### src/rtl/fighter_health.sv
// Player/NPC health tracker; HP regeneration is compiled in with `define HEALTH_REGEN_EN.
// Hit to flag/HP latency is one frame edge; there is no backpressure, and an input is sampled every frame.

module fighter_health_unit #(
    parameter int HP_W          = 8,
    parameter int MAX_HP        = 100,
    parameter int DMG_W         = 4,
    parameter int INVULN_FRAMES = 30,
`ifdef HEALTH_REGEN_EN
    parameter int REGEN_PERIOD  = 60,
`endif
    parameter int DEAD_HOLD     = 120
) (
    input  logic             Clk,
    input  logic             Reset,
    input  logic             Restart,
    input  logic             game_l,
    input  logic             i_hit,
    input  logic [DMG_W-1:0] i_dmg,
    output logic [HP_W-1:0]  o_hp,
    output logic             o_invuln,
    output logic             o_dead
);
    localparam int CNT_MAX = (INVULN_FRAMES > DEAD_HOLD) ? INVULN_FRAMES : DEAD_HOLD;
    localparam int CNT_W   = $clog2(CNT_MAX + 1);
    localparam int AW      = (HP_W > DMG_W) ? HP_W : DMG_W;

    typedef enum logic [1:0] {ST_ALIVE, ST_INVULN, ST_DEAD} state_t;

    state_t           r_state;
    logic [HP_W-1:0]  r_hp;
    logic [CNT_W-1:0] r_cnt;

    logic             w_accept;
    logic             w_lethal;
    logic [AW-1:0]    w_dmg_ext;
    logic             w_regen_tick;

    assign w_dmg_ext = AW'(i_dmg);
    assign w_accept  = game_l && i_hit && (i_dmg != '0) && (r_state == ST_ALIVE);
    // Compare at the wider width so a large damage value can never wrap HP.
    assign w_lethal  = w_dmg_ext >= AW'(r_hp);

`ifdef HEALTH_REGEN_EN
    localparam int RG_W = $clog2(REGEN_PERIOD + 1);
    logic [RG_W-1:0] r_regen_cnt;
    logic            w_regen_elig;

    // An accepted hit makes the frame ineligible, so a coincident tick is dropped.
    assign w_regen_elig = (r_state == ST_ALIVE) && game_l && !w_accept &&
                          (r_hp < HP_W'(MAX_HP));
    assign w_regen_tick = w_regen_elig && (r_regen_cnt == RG_W'(REGEN_PERIOD - 1));

    always_ff @(posedge Clk or posedge Reset) begin
        if (Reset) begin
            r_regen_cnt <= '0;
        end else if (Restart || !w_regen_elig || w_regen_tick) begin
            r_regen_cnt <= '0;
        end else begin
            r_regen_cnt <= r_regen_cnt + 1'b1;
        end
    end
`else
    assign w_regen_tick = 1'b0;
`endif

    always_ff @(posedge Clk or posedge Reset) begin
        if (Reset) begin
            r_state <= ST_ALIVE;
            r_hp    <= HP_W'(MAX_HP);
            r_cnt   <= '0;
        end else if (Restart) begin
            r_state <= ST_ALIVE;
            r_hp    <= HP_W'(MAX_HP);
            r_cnt   <= '0;
        end else begin
            case (r_state)
                ST_ALIVE: begin
                    r_cnt <= '0;
                    if (w_accept) begin
                        if (w_lethal) begin
                            r_hp    <= '0;
                            r_state <= ST_DEAD;
                        end else begin
                            r_hp    <= r_hp - w_dmg_ext[HP_W-1:0];
                            r_state <= ST_INVULN;
                        end
                    end else if (w_regen_tick) begin
                        r_hp <= r_hp + 1'b1;
                    end
                end
                ST_INVULN: begin
                    if (r_cnt == CNT_W'(INVULN_FRAMES - 1)) begin
                        r_state <= ST_ALIVE;
                        r_cnt   <= '0;
                    end else begin
                        r_cnt <= r_cnt + 1'b1;
                    end
                end
                ST_DEAD: begin
                    if (r_cnt == CNT_W'(DEAD_HOLD - 1)) begin
                        r_state <= ST_ALIVE;
                        r_hp    <= HP_W'(MAX_HP);
                        r_cnt   <= '0;
                    end else begin
                        r_cnt <= r_cnt + 1'b1;
                    end
                end
                default: begin
                    r_state <= ST_ALIVE;
                    r_cnt   <= '0;
                end
            endcase
        end
    end

    assign o_hp     = r_hp;
    assign o_invuln = (r_state == ST_INVULN);
    assign o_dead   = (r_state == ST_DEAD);
endmodule

// Two independent fighter trackers; simultaneous deaths are reported together and
// arbitrated downstream. One-edge latency, no backpressure.
module fighter_health #(
    parameter int HP_W          = 8,
    parameter int MAX_HP        = 100,
    parameter int DMG_W         = 4,
    parameter int INVULN_FRAMES = 30,
`ifdef HEALTH_REGEN_EN
    parameter int REGEN_PERIOD  = 60,
`endif
    parameter int DEAD_HOLD     = 120
) (
    input  logic             Clk,
    input  logic             Reset,
    input  logic             Restart,
    input  logic             game_l,
    input  logic             player_hit,
    input  logic [DMG_W-1:0] player_dmg,
    input  logic             npc_hit,
    input  logic [DMG_W-1:0] npc_dmg,
    output logic [HP_W-1:0]  player_hp,
    output logic [HP_W-1:0]  npc_hp,
    output logic             player_invuln,
    output logic             npc_invuln,
    output logic             Player_Dead,
    output logic             NPC_Dead
);
    fighter_health_unit #(
        .HP_W(HP_W), .MAX_HP(MAX_HP), .DMG_W(DMG_W), .INVULN_FRAMES(INVULN_FRAMES),
`ifdef HEALTH_REGEN_EN
        .REGEN_PERIOD(REGEN_PERIOD),
`endif
        .DEAD_HOLD(DEAD_HOLD)
    ) u_player (
        .Clk(Clk), .Reset(Reset), .Restart(Restart), .game_l(game_l),
        .i_hit(player_hit), .i_dmg(player_dmg),
        .o_hp(player_hp), .o_invuln(player_invuln), .o_dead(Player_Dead)
    );

    fighter_health_unit #(
        .HP_W(HP_W), .MAX_HP(MAX_HP), .DMG_W(DMG_W), .INVULN_FRAMES(INVULN_FRAMES),
`ifdef HEALTH_REGEN_EN
        .REGEN_PERIOD(REGEN_PERIOD),
`endif
        .DEAD_HOLD(DEAD_HOLD)
    ) u_npc (
        .Clk(Clk), .Reset(Reset), .Restart(Restart), .game_l(game_l),
        .i_hit(npc_hit), .i_dmg(npc_dmg),
        .o_hp(npc_hp), .o_invuln(npc_invuln), .o_dead(NPC_Dead)
    );
endmodule

### config.mk
export PLATFORM = sky130hd
export DESIGN_NAME = fighter_health
export DESIGN_NICKNAME = d
export VERILOG_FILES = /design/src/rtl/fighter_health.sv
export SDC_FILE = /design/constraint.sdc
export NUM_CORES = 1
export LEC_CHECK = 0
export BUFFER_PORTS_ARGS = -buffer_cell sky130_fd_sc_hd__buf_2
export CAP_MARGIN = 30
export CELL_PAD_IN_SITES_DETAIL_PLACEMENT = 1
export CELL_PAD_IN_SITES_GLOBAL_PLACEMENT = 2
export CORE_ASPECT_RATIO = 0.6
export CORE_UTILIZATION = 35
export CTS_CLUSTER_SIZE = 28
export DETAILED_ROUTE_END_ITERATION = 16
export PLACE_DENSITY = 0.89
export SLEW_MARGIN = 20
export SYNTH_ARGS = -nofsm -noshare
export SYNTH_HDL_FRONTEND = slang
export SYNTH_SLANG_ARGS = --single-unit
export TNS_END_PERCENT = 30
### constraint.sdc
create_clock -name Clk -period 2.7 [get_ports Clk]
set_input_delay 0.135 -clock Clk [delete_from_list [all_inputs] [get_ports Clk]]
set_output_delay 0.135 -clock Clk [all_outputs]
set_load 0.005 [all_outputs]
## Yosys cells after proc, flatten, opt, wreduce, memory -nomap -nowiden

Index checks and enable logic that the tools add are counted.
Widths: inputs -> output; s select.

- Logic and storage cells: 72
- Bits in registers: 34
- Input bits: 14

- Reduce and logical (&&, ||, !) cells: 16
- Eq/ne operators: 14
- Magnitude comparators: 2
- Muxes and demuxes: 30
- Add/sub/neg operators: 4

Operators with widths:

| operator | count |
|---|---|
| $mux 8 | 8 |
| $mux 7 | 6 |
| $pmux 8 s2 | 2 |
| $pmux 7 s2 | 2 |
| $mux 2 | 10 |
| $ne 3x2->1 const B | 6 |
| $ge 4x8->1 | 2 |
| $sub 8x4->8 | 2 |
| $add 7x1->7 const B | 2 |
| $eq 7x5->1 const B | 2 |
| $eq 7x7->1 const B | 2 |
| $pmux 2 s3 | 2 |
| $reduce_and 3->1 | 4 |
| $reduce_bool 4->1 | 2 |
| $logic_and 1x1->1 | 6 |
| $reduce_bool 3->1 | 2 |
| $eq 2x1->1 const B | 2 |
| $eq 2x2->1 const B | 2 |
| $logic_not 2->1 | 2 |

## Logic depth before layout (Yosys ltp)

Gate-level depths: netlist of run 1.

- Word-level depth: 6
- Depth in mapped cells: 9

## Hierarchy

Synthesis of run 1 repeated with hierarchy kept, for this count alone.

- Cell total of the unflattened synthesis: 234
- Area total of the unflattened synthesis: 2234.6 um^2

Modules (own cells, without submodules):

| module | times used | seq. area each (um^2) | cells an instance | area each (um^2) |
|---|---|---|---|---|
| fighter_health_unit | 2 | 429.2 | 117 | 1117.3 |

## Worst setup path before layout of run 1

Ideal clock, no wire load.

- Kind: reg-to-reg
- From: register u_player.r_hp[0] (netlist: u_player.o_hp[0])
- To: register u_player.r_hp[4] (netlist: u_player.o_hp[4])
- Period minus slack after synthesis: 2.040 ns
- Stages on the path, launching flop included: 10
- Slack: 0.660 ns
- Data arrival time: 1.919 ns
- Cell sequence: dfrtp_1 -> inv_1 -> ha_1 -> inv_1 -> fa_1 -> nand3_1 -> nand2_1 -> a211oi_2 -> o22ai_1 -> a22o_1

- Cells in the longest elaborated chain, start to end: 5

Ends and longest elaborated chain:

| element | RTL line | text |
|---|---|---|
| from (decl) | 31 | `logic [HP_W-1:0] r_hp;` |
| from (signal assigned) | 70 | `r_hp <= HP_W'(MAX_HP);` |
| from (signal assigned) | 74 | `r_hp <= HP_W'(MAX_HP);` |
| from (signal assigned) | 85 | `r_hp <= r_hp - w_dmg_ext[HP_W-1:0];` |
| $sub 8x4->8 / $ge 4x8->1 (equally long branches) | 85, 42 |  |
| $mux 8 (*) | 81 | `if (w_lethal) begin` |
| $mux 8 (*) | 80 | `if (w_accept) begin` |
| $pmux 8 s2 (*) | 77 | `case (r_state)` |
| $mux 8 (*) | 72 | `end else if (Restart) begin` |

Mark *: on every way between the ends. The rest lies on a longest branch, timed or not. The select of a mux whose other input is x is not followed.
A chain may end at the register's enable or synchronous reset.

## Worst setup path after layout of run 1

Same ends and word-level chain as after synthesis.

==> results.py, run 1 <==
metrics = {
    "sta": {
        "finalSetupViolCount": 0,
        "grt_setup_unrepaired": "false",
        "post-route-period-util_pct": 84.92,
        "worst_slack_ns": 0.4071,
        "relSlewSlack_pct": 54.71,
        "worstMarginPinSlew_ns": 0.6786,
        "maxSlewViolCount": 0,
        "fin_skew_ns": 0.01019,
        "finalSetupTns_ns": 0,
        "fmax_mhz": 436.1,
        "fin_crit_ns": 2.293,
        "hold_viol_final": 0,
    },
    "drt": {
        "drcViolationCount": 0,
        "ant_nets": 0,
        "wirelength_mm": 5.218,
        "drt_pass1_iterations": 4,
        "routed_via_density": 5.181,
        "first_iter_violations": 56,
        "num_vias": 1829,
        "wl_per_cell_um": 14.78,
    },
    "min_path": {
        "worstHoldEndpoint": "u_npc.o_hp[0]",
        "hp-start": "npc_dmg[0]",
        "whs_path_depth": 3,
        "hold_path.class": "input port to flip-flop",
    },
    "floorplanning": {
        "die_x_um": 104.2,
        "core_area_mm2": 0.005807,
        "initial_core_util_pct": 37.77,
        "rows": 21,
        "die_h_um": 63.32,
        "boundaryPins": 34,
        "dieArea_mm2": 0.006598,
    },
    "placement": {
        "hpwl_mm": 4.072,
        "place_congestion": 0.7866,
        "io_buffers": 33,
        "dp_slack_ns": 0.4293,
        "dp.cells": 344,
    },
    "critical_path": {
        "critical_path_class": "flip-flop to flip-flop",
        "crit_required_ns": 2.87,
        "slowest_stage": "a211oi_2",
        "critical_path.max_fanout": 8,
        "cpMostUsedCell": "inv_1",
        "r2r_start": "u_player.o_hp[0]",
        "path_buf_inv": 2,
        "rr_endpoint": "u_player.o_hp[4]",
        "cp-end-kind": "flip-flop",
        "crit_family": "compound AO/OA/AOI/OAI gates",
        "start_kind": "flip-flop",
        "reg2regPathDepth": 9,
        "arrival_ns": 2.46,
        "path_cells": "inv_1 -> ha_1 -> inv_1 -> fa_1 -> nand3_1 -> nand2_1 -> a211oi_2 -> o22ai_1 -> a22o_1",
        "reg2reg_slack_ns": 0.41,
        "cp_slowest_stage_delay_ns": 0.49,
    },
    "synth": {
        "synth-warning-count": 0,
        "synth-seq-cells": 34,
        "synth-edff-count": 0,
        "synth_top_area_cell": "dfrtp_1",
        "ys_types": 49,
        "synth_area_mm2": 0.002193,
        "ys_seq_area_share_pct": 39.13,
        "yosysTopAreaCellShare_pct": 31.95,
        "avgSynthCellArea_um2": 9.454,
        "synthArstFlopShare_pct": 100.0,
        "syn-num-nets": 266,
        "synth_ff_type": "dfrtp_1",
        "postSynthCellCount": 232,
        "synth_top_cells_by_count": "28 x dfrtp_1, 28 x nor2_1, 23 x inv_1",
        "yosys-top-cells-area": "dfrtp_1 32%, ha_1 10%, dfstp_2 7.2%",
    },
    "clock_network": {
        "cts_max_path_buffers": 2,
        "clock_sinks": 34,
        "cts-root-buf": "clkbuf_8",
        "cts_buffers": 5,
        "ctsResizeCount": 0,
        "clk_pin_slew_worst_paths_ns": 0.07,
        "cts_tree": "yes",
        "clock_latency_ns": 0.29,
        "h-tree-depth": 2,
    },
    "power": {
        "p_sw_uw": 461.9,
        "seq_power_share_pct": 42.4,
        "power.density_mw_per_mm2": 552.8,
        "combPwrFrac_pct": 29.9,
        "power_switching_share_pct": 32.64,
        "power_leakage_nw": 1.146,
        "peakVddDrop_v": 0.0002372,
        "p_clk_share_pct": 27.7,
        "p_int_uw": 953.3,
    },
    "grt": {
        "grt_max_degree": 19,
        "antenna_found_initial": 0,
        "grt_pass1_wl_mm": 9.177,
        "gr-total-overflow": 0,
        "grt_pass1_vias": 1836,
        "grt_use_total_pct": 17.69,
    },
    "status": {
        "outcome": "completed",
    },
    "final_layout": {
        "final_cells": 353,
        "multiInputGateArea_mm2": 0.001241,
        "diodes": 0,
        "syn2layout_area_growth_pct": 16.71,
        "fill_cells": 699,
        "regArea_um2": 858.3,
        "fin_nets": 306,
        "drive_above_1_share_pct": 21.61,
        "fin_util_pct": 44.09,
    },
    "job": {
        "cap_violations": 0,
    },
}
## stage by stage
step / instance area [um^2] / hold WS, ns / total power, mW
floorplan: 2193 / 0.2722 / 0.8972
global placement: 2459 / 0.2762 / 1.024
detailed placement: 2459 / 0.2791 / 1.028
CTS: 2560 / 0.2222 / 1.435
global route: 2560 / 0.2492 / 1.510
finish: 2560 / 0.2304 / 1.415
## cells in the final DEF (no fill, tap or decap), drive strengths merged, types with 5 or more instances in the layout
cell    count
buf        34
nor2       28
dfrtp      28
inv        23
nand2      18
ha         18
nand3      13
a21oi      11
o21ai      10
clkbuf      7
o22a        6
xnor2       6
dfstp       6
nor3        5
a22o        5
## final cells by class
class                           instances  share of cell area [%]
Tap cell                               80                   3.910
Clock buffer                            7                   3.372
Inverter                               23                   3.372
Timing Repair Buffer                   35                   7.136
Multi-Input combinational cell        173                   48.48
Clock inverter                          1                  0.1955
Sequential cell                        34                   33.53
## worst register-to-register path, delay by kind of cell, from the launching register on
family / cells / cell delay, ns
buf+inv: 2 / 0.11
compound gates: 3 / 0.92
fa+ha+maj: 2 / 0.55
flops: 1 / 0.39
simple gates: 2 / 0.20
## registers in the layout, indices dropped and copies added (netlist names)
signal	count
u_npc.o_hp	8
u_npc.r_cnt	7
u_npc.r_state	2
u_player.o_hp	8
u_player.r_cnt	7
u_player.r_state	2
## worst max-delay path by stage
| stage | startpoint | end | cells past startpoint |
|---|---|---|---|
| 2_1_floorplan | u_player.o_hp[0] | u_player.o_hp[4] | 9 |
| 3_3_place_gp | u_player.o_hp[0] | u_player.o_hp[4] | 9 |
| 3_5_place_dp | u_player.o_hp[0] | u_player.o_hp[4] | 9 |
| 4_1_cts | u_player.o_hp[0] | u_player.o_hp[4] | 9 |
| 5_1_grt | u_player.o_hp[0] | u_player.o_hp[4] | 9 |
| 6_report | u_player.o_hp[0] | u_player.o_hp[4] | 9 |
## per-layer routing
layer / vias up / wire (um) / track usage [%]
met5: - / 0 / 0
met4: 0 / 22 / 5.179
met3: 2 / 118 / 4.348
met2: 21 / 2181 / 25.25
met1: 896 / 2896 / 26.10
li1: 910 / - / -
## kinds of logic (layout without fill, tap and decap cells)
logic type | after synthesis | count (layout) | synth area share (%)
AND/OR/NAND/NOR | 87 | 87 | 19.51
XOR/XNOR | 10 | 10 | 3.993
buffers and inverters | 25 | 66 | 4.278
multiplexers | 1 | 1 | 0.5134
flip-flops | 34 | 34 | 39.13
adder cells (fa/ha/maj) | 20 | 20 | 12.09
AO/OA/AOI/OAI | 55 | 55 | 20.48
## repair_timing
action	in CTS	in global routing
buffers inserted	0	0
endpoints found under the hold margin	14	0
hold buffers	1	0
endpoints found under the setup margin	0	0
## power by group through the flow
stage / combinational (mW) / sequential [mW] / clock, mW
global route: 0.474 / 0.608 / 0.429
detailed placement: 0.419 / 0.609 / 0
global placement: 0.416 / 0.608 / 0
floorplan: 0.296 / 0.601 / 0
CTS: 0.423 / 0.600 / 0.412
finish: 0.423 / 0.600 / 0.392
Note: power is estimated with default switching activity, not from simulation.
==> run 2: changes to the inputs <==
--- a/config.mk
+++ b/config.mk
@@ -10,10 +10,10 @@
 export CELL_PAD_IN_SITES_DETAIL_PLACEMENT = 1
 export CELL_PAD_IN_SITES_GLOBAL_PLACEMENT = 2
 export CORE_ASPECT_RATIO = 0.6
-export CORE_UTILIZATION = 35
+export CORE_UTILIZATION = 32
 export CTS_CLUSTER_SIZE = 28
 export DETAILED_ROUTE_END_ITERATION = 16
-export PLACE_DENSITY = 0.89
+export PLACE_DENSITY = 0.86
 export SLEW_MARGIN = 20
 export SYNTH_ARGS = -nofsm -noshare
 export SYNTH_HDL_FRONTEND = slang
==> constraint.sdc (replaced) <==
create_clock -name Clk -period 2.05 [get_ports Clk]
set_input_delay 0.1025 -clock Clk [delete_from_list [all_inputs] [get_ports Clk]]
set_output_delay 0.1025 -clock Clk [all_outputs]
set_load 0.005 [all_outputs]
==> run 2 against run 1 <==
Against the previous run: the flow now finishes with violations (negative setup slack); utilization increased by 0.33 points; setup slack got worse by 0.48 ns; combinational power increased by 60%; fmax is 8.1% higher; register-to-register slack worse by 0.48 ns; die area up 9.1%; largest cell class unchanged; largest power group unchanged.
==> results.py, run 2 (same netlist as run 1, synthesis figures left out) <==
metrics = {
    "critical_path": {
        "cp_slowest_stage_delay_ns": 0.40,
        "path_buf_inv": 3,
        "critical_path.max_fanout": 6,
        "slowest_stage": "fa_2",
        "worstSetupPathDepth": 10,
        "path_cells": "inv_1 -> ha_2 -> inv_2 -> fa_2 -> nand3_2 -> nand2_2 -> a211oi_4 -> buf_6 -> a21oi_2 -> o22a_1",
        "rr_endpoint": "u_player.o_hp[5]",
        "start_kind": "flip-flop",
        "crit_family": "compound AO/OA/AOI/OAI gates",
        "r2r_start": "u_player.o_hp[0]",
        "crit_required_ns": 2.26,
        "arrival_ns": 2.33,
        "reg2reg_slack_ns": -0.07,
        "critical_path_class": "flip-flop to flip-flop",
        "reg2regPathDepth": 10,
        "cp-end-kind": "flip-flop",
    },
    "grt": {
        "grt_use_total_pct": 18.24,
        "antenna_found_initial": 0,
        "grt_max_degree": 35,
        "grt_pass1_wl_mm": 9.929,
        "grt_pass1_vias": 1954,
        "gr-total-overflow": 0,
    },
    "sta": {
        "fmax_mhz": 471.3,
        "fin_skew_ns": 0.007510,
        "hold_slack_ns": 0.1624,
        "grt_setup_unrepaired": "true",
        "maxSlewViolCount": 0,
        "relSlewSlack_pct": 70.42,
        "fin_crit_ns": 2.122,
        "finalSetupViolCount": 9,
        "worstMarginPinSlew_ns": 0.4437,
        "post-route-period-util_pct": 103.5,
        "worst_slack_ns": -0.07181,
        "hold_viol_final": 0,
    },
    "drt": {
        "first_iter_violations": 71,
        "drcViolationCount": 0,
        "drt_pass1_iterations": 4,
        "routed_via_density": 5.112,
        "wirelength_mm": 6.022,
        "wl_per_cell_um": 16.06,
        "num_vias": 1917,
        "ant_nets": 0,
    },
    "final_layout": {
        "final_cell_mix": "33 x buf_2, 28 x dfrtp_1, 26 x nor2_1",
        "fin_nets": 324,
        "fin_util_pct": 44.41,
        "final_area_mm2": 0.002824,
        "mostFrequentLayoutCell": "buf_2",
        "diodes": 0,
        "drive_above_1_share_pct": 31.27,
        "syn2layout_area_growth_pct": 28.75,
    },
    "floorplanning": {
        "dieArea_mm2": 0.007200,
        "die_x_um": 108.9,
        "boundaryPins": 34,
        "die_h_um": 66.13,
        "initial_core_util_pct": 34.49,
        "core_area_mm2": 0.006359,
        "rows": 22,
    },
    "min_path": {
        "hp-start": "npc_dmg[0]",
        "whs_path_depth": 3,
        "hold_path.class": "input port to flip-flop",
        "worstHoldEndpoint": "u_npc.o_hp[0]",
    },
    "clock_network": {
        "cts_tree": "yes",
        "cts_buffers": 5,
        "cts_max_path_buffers": 2,
        "clock_latency_ns": 0.29,
        "clock_sinks": 34,
        "cts-root-buf": "clkbuf_16",
        "clk_pin_slew_worst_paths_ns": 0.06,
        "h-tree-depth": 2,
    },
    "power": {
        "power_leakage_nw": 1.259,
        "power.density_mw_per_mm2": 795.5,
        "power_mw": 2.246,
        "peakVddDrop_v": 0.0003483,
    },
    "placement": {
        "hpwl_mm": 4.454,
        "place_area_mm2": 0.002576,
        "place_congestion": 0.8370,
        "io_buffers": 33,
        "dp_slack_ns": -0.03033,
    },
    "job": {
        "cap_violations": 0,
    },
    "status": {
        "failed_checks": "negative setup slack",
        "outcome": "complete, but fails checks",
    },
}
-- run 2: cell types whose count changed in the layout (fill, tap and decap cells not counted), moves of 2 or more --
cell / before / now
clkbuf_8: 6 / 1
buf_4: 1 / 18
nor2_2: 0 / 2
clkbuf_16: 0 / 5
a21oi_2: 0 / 2
nor2_1: 28 / 26
a21oi_1: 11 / 9
-- run 2: per-stage QoR --
stage          std cells   TNS, ns
3_5_place_dp         363  -0.03033
4_1_cts              372         0
3_3_place_gp         363         0
6_report             375   -0.3609
2_1_floorplan        232         0
5_1_grt              375    -1.272
-- run 2: area by class of cell --
| class | count | area, um^2 |
|---|---|---|
| Clock buffer | 6 | 138.9 |
| Clock inverter | 2 | 12.51 |
| Fill cell | 765 | 3535 |
| Inverter | 23 | 86.33 |
| Multi-Input combinational cell | 173 | 1301 |
| Sequential cell | 34 | 858.3 |
| Tap cell | 84 | 105.1 |
| Timing Repair Buffer | 53 | 321.6 |
-- run 2: where the power goes --
part / internal (mW) / leakage (nW) / switching [mW]
Sequential: 0.732 / 0.450 / 0.0576
Clock: 0.481 / 0.0729 / 0.299
Combinational: 0.319 / 0.737 / 0.357
Total: 1.53 / 1.26 / 0.714
-- run 2: layer usage --
metal	track usage (%)	up-vias	wire, um
li1	-	946	-
met1	27.07	947	3243
met2	25.94	21	2582
met3	5.320	3	163
met4	3.041	0	32
met5	0	-	0
-- run 2: worst max path at each step --
stage                                start          endpoint  slack (ns)
after floorplan           u_player.o_hp[0]  u_player.o_hp[4]        0.01
after global placement       u_npc.o_hp[2]  u_npc.r_state[0]        0.08
after detailed placement     u_npc.o_hp[0]     u_npc.o_hp[3]       -0.03
after CTS                 u_player.o_hp[0]  u_player.o_hp[5]        0.01
after global routing      u_player.o_hp[0]  u_player.o_hp[0]       -0.16
final                     u_player.o_hp[0]  u_player.o_hp[5]       -0.07
-- run 2: repair_timing --
action	in CTS	in global routing
hold endpoints to repair	28	0
setup endpoints to repair	1	14
hold buffers	1	0
pin swaps	1	7
gates cloned	0	0
buffers inserted	0	3
resized for setup	3	13
-- run 2: worst register-to-register path: cells and delay by family (launching register included) --
kind / cells / cell delay [ns]
AOI/OAI and AO/OA: 3 / 0.62
adders and majority gates: 2 / 0.59
DFF: 1 / 0.39
buffers and inverters: 3 / 0.28
and+or+nand+nor: 2 / 0.16
==> run 3: changes to the inputs <==
==> constraint.sdc (replaced) <==
create_clock -name Clk -period 1.8 [get_ports Clk]
set_input_delay 0.09 -clock Clk [delete_from_list [all_inputs] [get_ports Clk]]
set_output_delay 0.09 -clock Clk [all_outputs]
set_load 0.005 [all_outputs]
==> run 3 against run 2 <==
Against the previous run: the flow still finishes with violations (negative setup slack); fmax rose by 8.4%; sequential share of layout area fell by 2.4 points; first-iteration DRC count fell by 17%; worst hold slack improved by 0.018 ns.
==> results.py, run 3 (same netlist as run 1, synthesis figures left out) <==
metrics = {
    "placement": {
        "io_buffers": 33,
        "dp_slack_ns": -0.1728,
        "place_area_mm2": 0.002835,
        "hpwl_mm": 4.654,
        "place_congestion": 0.8696,
    },
    "final_layout": {
        "fin_nets": 352,
        "syn2layout_area_growth_pct": 39.87,
        "final_area_mm2": 0.003068,
        "mostFrequentLayoutCell": "buf_4",
        "final_cell_mix": "46 x buf_4, 33 x buf_2, 28 x dfrtp_1",
        "drive_above_1_share_pct": 38.24,
        "fin_util_pct": 48.25,
        "fill_cells": 744,
        "diodes": 0,
        "multiInputGateArea_mm2": 0.001339,
        "regArea_um2": 858.3,
    },
    "floorplanning": {
        "die_h_um": 66.13,
        "rows": 22,
        "boundaryPins": 34,
        "dieArea_mm2": 0.007200,
        "core_area_mm2": 0.006359,
        "initial_core_util_pct": 34.49,
        "die_x_um": 108.9,
    },
    "sta": {
        "worstMarginPinSlew_ns": 0.4408,
        "fmax_mhz": 511.0,
        "finalSetupViolCount": 19,
        "hold_viol_final": 0,
        "fin_crit_ns": 1.957,
        "relSlewSlack_pct": 70.61,
        "maxSlewViolCount": 0,
        "post-route-period-util_pct": 108.7,
        "fin_skew_ns": 0.005777,
        "worst_slack_ns": -0.1568,
        "grt_setup_unrepaired": "true",
    },
    "critical_path": {
        "cp_slowest_stage_delay_ns": 0.56,
        "cp-startpoint": "u_npc.o_hp[2]",
        "start_kind": "flip-flop",
        "path_cells": "ha_4 -> and4_1 -> o311a_4 -> or3b_1 -> a21oi_2",
        "r2r_start": "u_npc.o_hp[2]",
        "critical_path_class": "flip-flop to flip-flop",
        "crit_required_ns": 2.00,
        "critical_path.max_fanout": 7,
        "cp-end-kind": "flip-flop",
        "slowest_stage": "dfstp_2",
        "arrival_ns": 2.16,
    },
    "clock_network": {
        "cts_max_path_buffers": 2,
        "h-tree-depth": 2,
        "clock_latency_ns": 0.28,
        "cts_tree": "yes",
        "clk_pin_slew_worst_paths_ns": 0.06,
        "clock_sinks": 34,
        "cts-root-buf": "clkbuf_16",
        "cts_buffers": 5,
    },
    "grt": {
        "grt_use_total_pct": 18.85,
        "antenna_found_initial": 0,
        "gr-total-overflow": 0,
        "grt_pass1_wl_mm": 10.27,
        "grt_max_degree": 35,
        "grt_pass1_vias": 2057,
    },
    "job": {
        "cap_violations": 0,
    },
    "drt": {
        "wl_per_cell_um": 14.94,
        "ant_nets": 0,
        "first_iter_violations": 59,
        "drcViolationCount": 0,
        "wirelength_mm": 6.022,
        "routed_via_density": 4.950,
        "num_vias": 1995,
        "drt_pass1_iterations": 4,
    },
    "status": {
        "outcome": "complete, but fails checks",
        "failed_checks": "negative setup slack",
    },
    "min_path": {
        "hold_path.class": "input port to flip-flop",
        "hp-start": "npc_dmg[0]",
    },
    "power": {
        "power.density_mw_per_mm2": 864.5,
        "peakVddDrop_v": 0.0003988,
        "power_leakage_nw": 1.410,
    },
}
==> run 3: cell types whose count changed in the layout (fill, tap and decap cells not counted), sizes merged <==
cell | previous run | this run
buf | 52 | 80
clkbuf | 6 | 7
clkinvlp | 1 | 0
==> run 3: final timing paths <==
path,end,slack (ns),cells past startpoint
setup / recovery,u_npc.r_state[0],-0.16,5
hold / removal,u_npc.o_hp[0],0.18,3
setup reg to reg,u_npc.r_state[0],-0.16,5
hold reg to reg,u_npc.r_cnt[0],0.53,1
max in group asynchronous,u_player.o_hp[6],1.01,4
min in group asynchronous,u_npc.r_cnt[2],0.45,4
==> run 3: report_power, final <==
part           switching (mW)  internal, mW  total (mW)
clock                   0.322         0.549       0.871
sequential             0.0575         0.834       0.892
combinational           0.428         0.462       0.890
==> run 3: critical path, delay by kind of cell (launching register included) <==
kind | cells | cell delay (ns)
compound gates | 2 | 0.54
fa+ha+maj | 1 | 0.21
simple gates | 2 | 0.57
flops | 1 | 0.56
==> run 3: repair_timing <==
item / CTS / global route
setup endpoints to repair: 19 / 20
buffers inserted: 3 / 0
hold buffers: 1 / 0
hold endpoints to repair: 28 / 0
gates resized for setup: 7 / 10
pin swaps: 5 / 2
==> run 3: final cells by class <==
| class | count | share of cell area [%] |
|---|---|---|
| Inverter | 23 | 2.814 |
| Multi-Input combinational cell | 173 | 43.64 |
| Clock buffer | 7 | 4.649 |
| Sequential cell | 34 | 27.98 |
| Clock inverter | 1 | 0.1631 |
| Timing Repair Buffer | 81 | 17.33 |
| Tap cell | 84 | 3.426 |
==> run 3: per-stage QoR <==
| stage | setup TNS [ns] | power [mW] | hold slack, ns | instances |
|---|---|---|---|---|
| 6_report | -1.803 | 2.652 | 0.1807 | 403 |
| 5_1_grt | -3.720 | 2.816 | 0.1919 | 403 |
| 4_1_cts | -1.984 | 2.658 | 0.1836 | 403 |
| 3_5_place_dp | -2.029 | 1.755 | 0.2209 | 391 |
| 3_3_place_gp | -1.075 | 1.735 | 0.2163 | 391 |
| 2_1_floorplan | -0.7208 | 1.372 | 0.2272 | 232 |
==> run 3: metal layers <==
metal	vias to the layer above	track usage (%)	part of all wire [%]
li1	1005	-	-
met1	963	26.14	52
met2	22	30.11	45
met3	5	3.941	2.8
met4	0	4.054	0.60
met5	-	0	0
